<file path="src/rtl/ps2_kbd_queue.sv">
// ps2_kbd_queue
//
// Keyboard event queue placed between the PS/2 keyboard controller and the
// CPU. A small poll FSM reads the controller's held event (status, code,
// ascii) and acknowledges it. Each event is stored in a FIFO. When the FIFO
// is full the acknowledge is withheld, so the controller keeps holding the
// PS/2 clock low and no event is lost.
//
// Ports:
//   clk, rst_n  system clock, asynchronous active-low reset
//   dbr         CPU read data (registered, updated while we=0)
//   dbw         CPU write data
//   addr        CPU register select
//                 0 status {nonempty, full, pend, 0, count}
//                 1 head code
//                 2 head ascii
//                 3 head {rel, ext, shifts}
//   we          CPU write strobe
//                 addr 0 pops one entry
//                 addr 3 with dbw[0] set flushes the FIFO
//   kbd_addr    controller register select
//   kbd_we      controller write strobe (acknowledge)
//   kbd_dbw     controller write data, always zero
//   kbd_dbr     controller read data, one cycle behind kbd_addr

module ps2_kbd_queue #(
    parameter int DEPTH    = 8,
    parameter bit KEEP_REL = 1'b1
) (
    input  logic       clk,
    input  logic       rst_n,
    output logic [7:0] dbr,
    input  logic [7:0] dbw,
    input  logic [1:0] addr,
    input  logic       we,
    output logic [1:0] kbd_addr,
    output logic       kbd_we,
    output logic [7:0] kbd_dbw,
    input  logic [7:0] kbd_dbr
);

    localparam int AW = $clog2(DEPTH);
    localparam logic [AW:0] FULL_COUNT = (AW+1)'(DEPTH);

    typedef enum logic [1:0] {ST, CD, AS, AK} state_t;

    state_t        state;
    state_t        state_nxt;

    logic          rel_q;
    logic          ext_q;
    logic [3:0]    shifts_q;
    logic [7:0]    code_q;
    logic          pend;

    // Entry layout: [20] rel, [19] ext, [18:15] shifts, [14:7] code, [6:0] ascii
    logic [20:0]   mem [DEPTH];
    logic [AW-1:0] wr_ptr;
    logic [AW-1:0] rd_ptr;
    logic [AW:0]   count;
    logic [20:0]   head;

    logic          full;
    logic          empty;
    logic          accept;
    logic          push;
    logic          pop;
    logic          flush;

    assign full    = (count == FULL_COUNT);
    assign empty   = (count == '0);
    assign head    = mem[rd_ptr];
    assign kbd_dbw = 8'h00;

    // An event is only taken when there is room for it. Otherwise the
    // controller keeps holding it.
    assign accept = (state == CD) && kbd_dbr[7] && !full;
    assign push   = (state == AK) && (KEEP_REL || !rel_q);
    assign pop    = we && (addr == 2'd0) && !empty;
    assign flush  = we && (addr == 2'd3) && dbw[0];

    always_ff @(posedge clk or negedge rst_n) begin
        if (!rst_n) begin
            state <= ST;
        end else begin
            state <= state_nxt;
        end
    end

    always_comb begin
        state_nxt = state;
        kbd_addr  = 2'd0;
        kbd_we    = 1'b0;
        case (state)
            ST: begin
                state_nxt = CD;
            end
            CD: begin
                kbd_addr  = 2'd1;
                state_nxt = accept ? AS : ST;
            end
            AS: begin
                kbd_addr  = 2'd2;
                state_nxt = AK;
            end
            AK: begin
                kbd_we    = 1'b1;
                state_nxt = ST;
            end
            default: begin
                state_nxt = ST;
            end
        endcase
    end

    // pend reflects the most recent CD sample: the controller has an event
    // that cannot be accepted because the FIFO is full.
    always_ff @(posedge clk or negedge rst_n) begin
        if (!rst_n) begin
            rel_q    <= 1'b0;
            ext_q    <= 1'b0;
            shifts_q <= 4'h0;
            code_q   <= 8'h00;
            pend     <= 1'b0;
        end else begin
            if (accept) begin
                rel_q    <= kbd_dbr[6];
                ext_q    <= kbd_dbr[4];
                shifts_q <= kbd_dbr[3:0];
            end
            if (state == AS) begin
                code_q <= kbd_dbr;
            end
            if (state == CD) begin
                pend <= kbd_dbr[7] && full;
            end
        end
    end

    // A push cannot overflow. CD only advances when there is room, and the
    // CPU can only free entries before AK.
    always_ff @(posedge clk) begin
        if (push && !flush) begin
            mem[wr_ptr] <= {rel_q, ext_q, shifts_q, code_q, kbd_dbr[6:0]};
        end
    end

    // A flush overrides any push or pop in the same cycle.
    always_ff @(posedge clk or negedge rst_n) begin
        if (!rst_n) begin
            wr_ptr <= '0;
            rd_ptr <= '0;
            count  <= '0;
        end else if (flush) begin
            wr_ptr <= '0;
            rd_ptr <= '0;
            count  <= '0;
        end else begin
            if (push) begin
                wr_ptr <= wr_ptr + 1'b1;
            end
            if (pop) begin
                rd_ptr <= rd_ptr + 1'b1;
            end
            case ({push, pop})
                2'b10:   count <= count + 1'b1;
                2'b01:   count <= count - 1'b1;
                default: count <= count;
            endcase
        end
    end

    // The CPU read port mirrors the controller. It holds during writes.
    always_ff @(posedge clk or negedge rst_n) begin
        if (!rst_n) begin
            dbr <= 8'h00;
        end else if (!we) begin
            case (addr)
                2'd0:    dbr <= {!empty, full, pend, 1'b0, 4'(count)};
                2'd1:    dbr <= empty ? 8'h00 : head[14:7];
                2'd2:    dbr <= empty ? 8'h00 : {1'b0, head[6:0]};
                default: dbr <= empty ? 8'h00 : {2'b00, head[20:15]};
            endcase
        end
    end

endmodule

</file>
<file path="config.mk">
export PLATFORM = sky130hd
export DESIGN_NAME = ps2_kbd_queue
export DESIGN_NICKNAME = d
export VERILOG_FILES = /design/src/rtl/ps2_kbd_queue.sv
export SDC_FILE = /design/constraint.sdc
export NUM_CORES = 1
export LEC_CHECK = 0
export BUFFER_PORTS_ARGS = -buffer_cell sky130_fd_sc_hd__buf_2
export CAP_MARGIN = 30
export CORE_MARGIN = 10
export CORE_UTILIZATION = 45
export CTS_BUF_LIST = sky130_fd_sc_hd__clkbuf_4 sky130_fd_sc_hd__clkbuf_8
export DETAILED_ROUTE_END_ITERATION = 10
export GPL_TIMING_DRIVEN = 0
export PLACE_DENSITY = 0.72
export SETUP_SLACK_MARGIN = 0.3
export SYNTH_ARGS = -nofsm -noshare
export SYNTH_HDL_FRONTEND = slang
export SYNTH_SLANG_ARGS = --single-unit
</file>
<file path="constraint.sdc">
create_clock -name clk -period 2.63 [get_ports clk]
set_input_delay 0.1315 -clock clk [delete_from_list [all_inputs] [get_ports clk]]
set_output_delay 0.1315 -clock clk [all_outputs]
set_load 0.01 [all_outputs]
</file>
==> results.yml <==
outcome:
  status: "finished, final reports clean"
timing:
  period_share_pct: 91.0
  period_minus_slack_ns: 2.39
  skew_ns: 0.0186
  relSlewSlack_pct: 34.6
  worst_pin_slew_ns: 0.981
  hold_ws_ns: 0.105
  setup_violations: 0
  hold_violations: 0
  drv_slew: 0
  rsz0062_at_grt: "yes"
  fmaxAchievable_ghz: 0.418
clock_network:
  cts_root_buf: "clkbuf_8"
  cts.sinks: 203
  tritoncts: "done"
  cts_buffers: 35
  clock_latency_ns: 0.52
  cts_max_level: 2
  cts.path.max_buffers: 3
  clk_pin_slew_ns: 0.06
route:
  wl_per_cell_um: 22.8
  via_per_inst: 5.54
  postRouteAntennaNets: 0
  route.vias.total: 4328
  routed_wl_um: 17800
  drtPass1Iterations: 5
  drt-initial-drc-count: 431
  drc_errors: 0
synthesis:
  post-synth-top-count-cell: "edfxtp_1"
  synth_edf_count: 168
  synthCells: 438
  synth_ff_type: "edfxtp_1"
  synth_area_leaders: "edfxtp_1, dfrtp_1, mux4_2, mux2_2, mux4_1"
  async_reset_ff_share_pct: 17.2
  syn_area_sq_um: 8180
  syn_area_per_cell_sq_um: 18.7
  synth_warnings: 0
  synth_top_area_share_pct: 61.7
  synthTopCellsByCount: "edfxtp_1, dfrtp_1, mux4_2"
  ys_seq_elements: 203
  synth_cell_types: 48
  seq_area_frac_synth_pct: 72.4
  yosys.area.top_type: "edfxtp_1"
power_and_ir_drop:
  p_leak_nw: 3.38
  ir_worst_vdd_v: 0.000444
  power_per_cell_area_nw_per_um2: 993
placement:
  dp.cells: 701
  io_buffer_count: 24
  dp_hpwl_um: 10600
  place.gp.congestion: 0.849
worst_setup_path:
  reg2reg_to: "mem[6][1]"
  worstSetupEndpointType: "register"
  r2r-start: "state[0]"
  start_kind: "register"
  reg2reg_depth: 3
  reg2reg_slack_ns: 0.24
  cp.required_ns: 2.76
  cp_max_fo: 21
  path_class: "register to register"
  worstPathArrival_ns: 2.53
run:
  max_cap_violations: 0
layout:
  area_delta_synth_final_pct: 18.5
  antenna_cells: 0
  nFillCells: 1437
  stdcell_count: 781
  nets: 550
  layout-drive-gt1-share_pct: 34.6
global_route:
  grt_antenna_before_repair: 0
  grt_overflow: 0
  grt_pass1_vias: 4491
  grt_max_degree: 36
  grt_use_total_pct: 14.7
  grt_pass1_wl_um: 26800
die:
  die_h_um: 155
  num_rows: 49
  die-area_sq_um: 24000
  fp.dieW_um: 155
  start_util_pct: 45.7
  core_area_sq_um: 17900
  ios: 40
worst_hold_path:
  hold_path_class: "primary input to async pin"
==> per-stage QoR <==
stage | power [mW] | TNS (ns) | setup WS [ns] | cell area [sq um] | utilization [%]
floorplan | 5.84 | 0 | 0.396 | 8220 | -
global placement | 6.49 | -115.88 | -0.840 | 8620 | 48.2
detailed placement | 6.67 | -0.0253 | -0.0253 | 8740 | 48.8
CTS | 9.61 | 0 | 0.222 | 9590 | 53.6
global route | 10.1 | 0 | 0.155 | 9690 | 54.1
finish | 9.63 | 0 | 0.236 | 9690 | 54.1
==> routing by layer <==
| layer | routed length [um] | up-vias | global-route usage [%] |
|---|---|---|---|
| li1 | - | 1908 | - |
| met1 | 7600 | 2241 | 19.0 |
| met2 | 8710 | 150 | 24.1 |
| met3 | 1130 | 29 | 3.44 |
| met4 | 372 | 0 | 4.86 |
| met5 | 0 | - | 0 |
==> flip-flops by register name, indices dropped and copies added, names as in the netlist, named ones only <==
| register | flops |
|---|---|
| mem | 168 |
| dbr | 8 |
| code_q | 8 |
| wr_ptr | 3 |
| rel_q | 1 |
| shifts_q | 4 |
| rd_ptr | 3 |
| ext_q | 1 |
| state | 1 |
| pend | 1 |
| count | 4 |
==> how the worst max path moves through the flow <==
stage | from | endpoint | slack (ns) | depth (start not counted)
finish | state[0] | mem[6][1] | 0.24 | 3
global route | state[0] | mem[7][11] | 0.16 | 4
CTS | rd_ptr[1] | dbr[0] | 0.22 | 7
detailed placement | rd_ptr[2] | dbr[0] | -0.03 | 6
global placement | addr[0] | mem[2][1] | -0.84 | 6
floorplan | state[0] | mem[2][0] | 0.40 | 3
==> area by class of cell <==
class	count	area, sq um	area share, %
multi-input cells	207	2200	22.7
inverters	6	22.5	0.232
well taps	229	287	2.96
plain buffers	30	203	2.09
clock inverters	17	134	1.38
flip-flops and latches	203	5920	61.1
clock buffers	47	591	6.09
repair buffers	42	338	3.49
==> cells by family (layout without fill, tap and decap cells) <==
logic type | count (synthesis) | in the layout | share of synthesized area [%]
mux | 78 | 78 | 16.6
fa+ha+maj | 4 | 4 | 0.612
xor+xnor | 7 | 7 | 0.749
other cells | 1 | 8 | 0.0458
simple gates | 77 | 78 | 4.47
buf+inv | 36 | 142 | 2.43
flops | 203 | 203 | 72.4
compound gates | 32 | 32 | 2.72
==> worst max-delay path: stages, from the launching register on <==
cell and delay (ns):
dfrtp_1 0.37, nand2_1 0.21, or3_1 0.65, nor2_4 0.77
==> cells in the final DEF (no fill, tap or decap), types with 9 or more instances in the layout <==
cell           count
dlygate4sd3_1      9
dfrtp_1           35
buf_2             26
clkbuf_8          38
edfxtp_1         168
clkbuf_4          13
buf_4             16
mux2_2            28
nand2_1           25
mux4_2            33
nor2_1            17
==> report_power, final <==
part	internal (mW)	total [mW]	switching, mW
Combinational	1.18	2.48	1.30
Clock	1.67	2.90	1.23
Sequential	3.94	4.25	0.306
Total	6.79	9.63	2.84
==> repair_timing <==
item,CTS,global route
endpoints found under the hold margin,103,0
hold buffers,9,0
setup buffers,2,3
endpoints found under the setup margin,82,149
gates cloned,0,1
resized for setup,6,15
pin swaps,4,2
(Power assumes the default switching activity.)
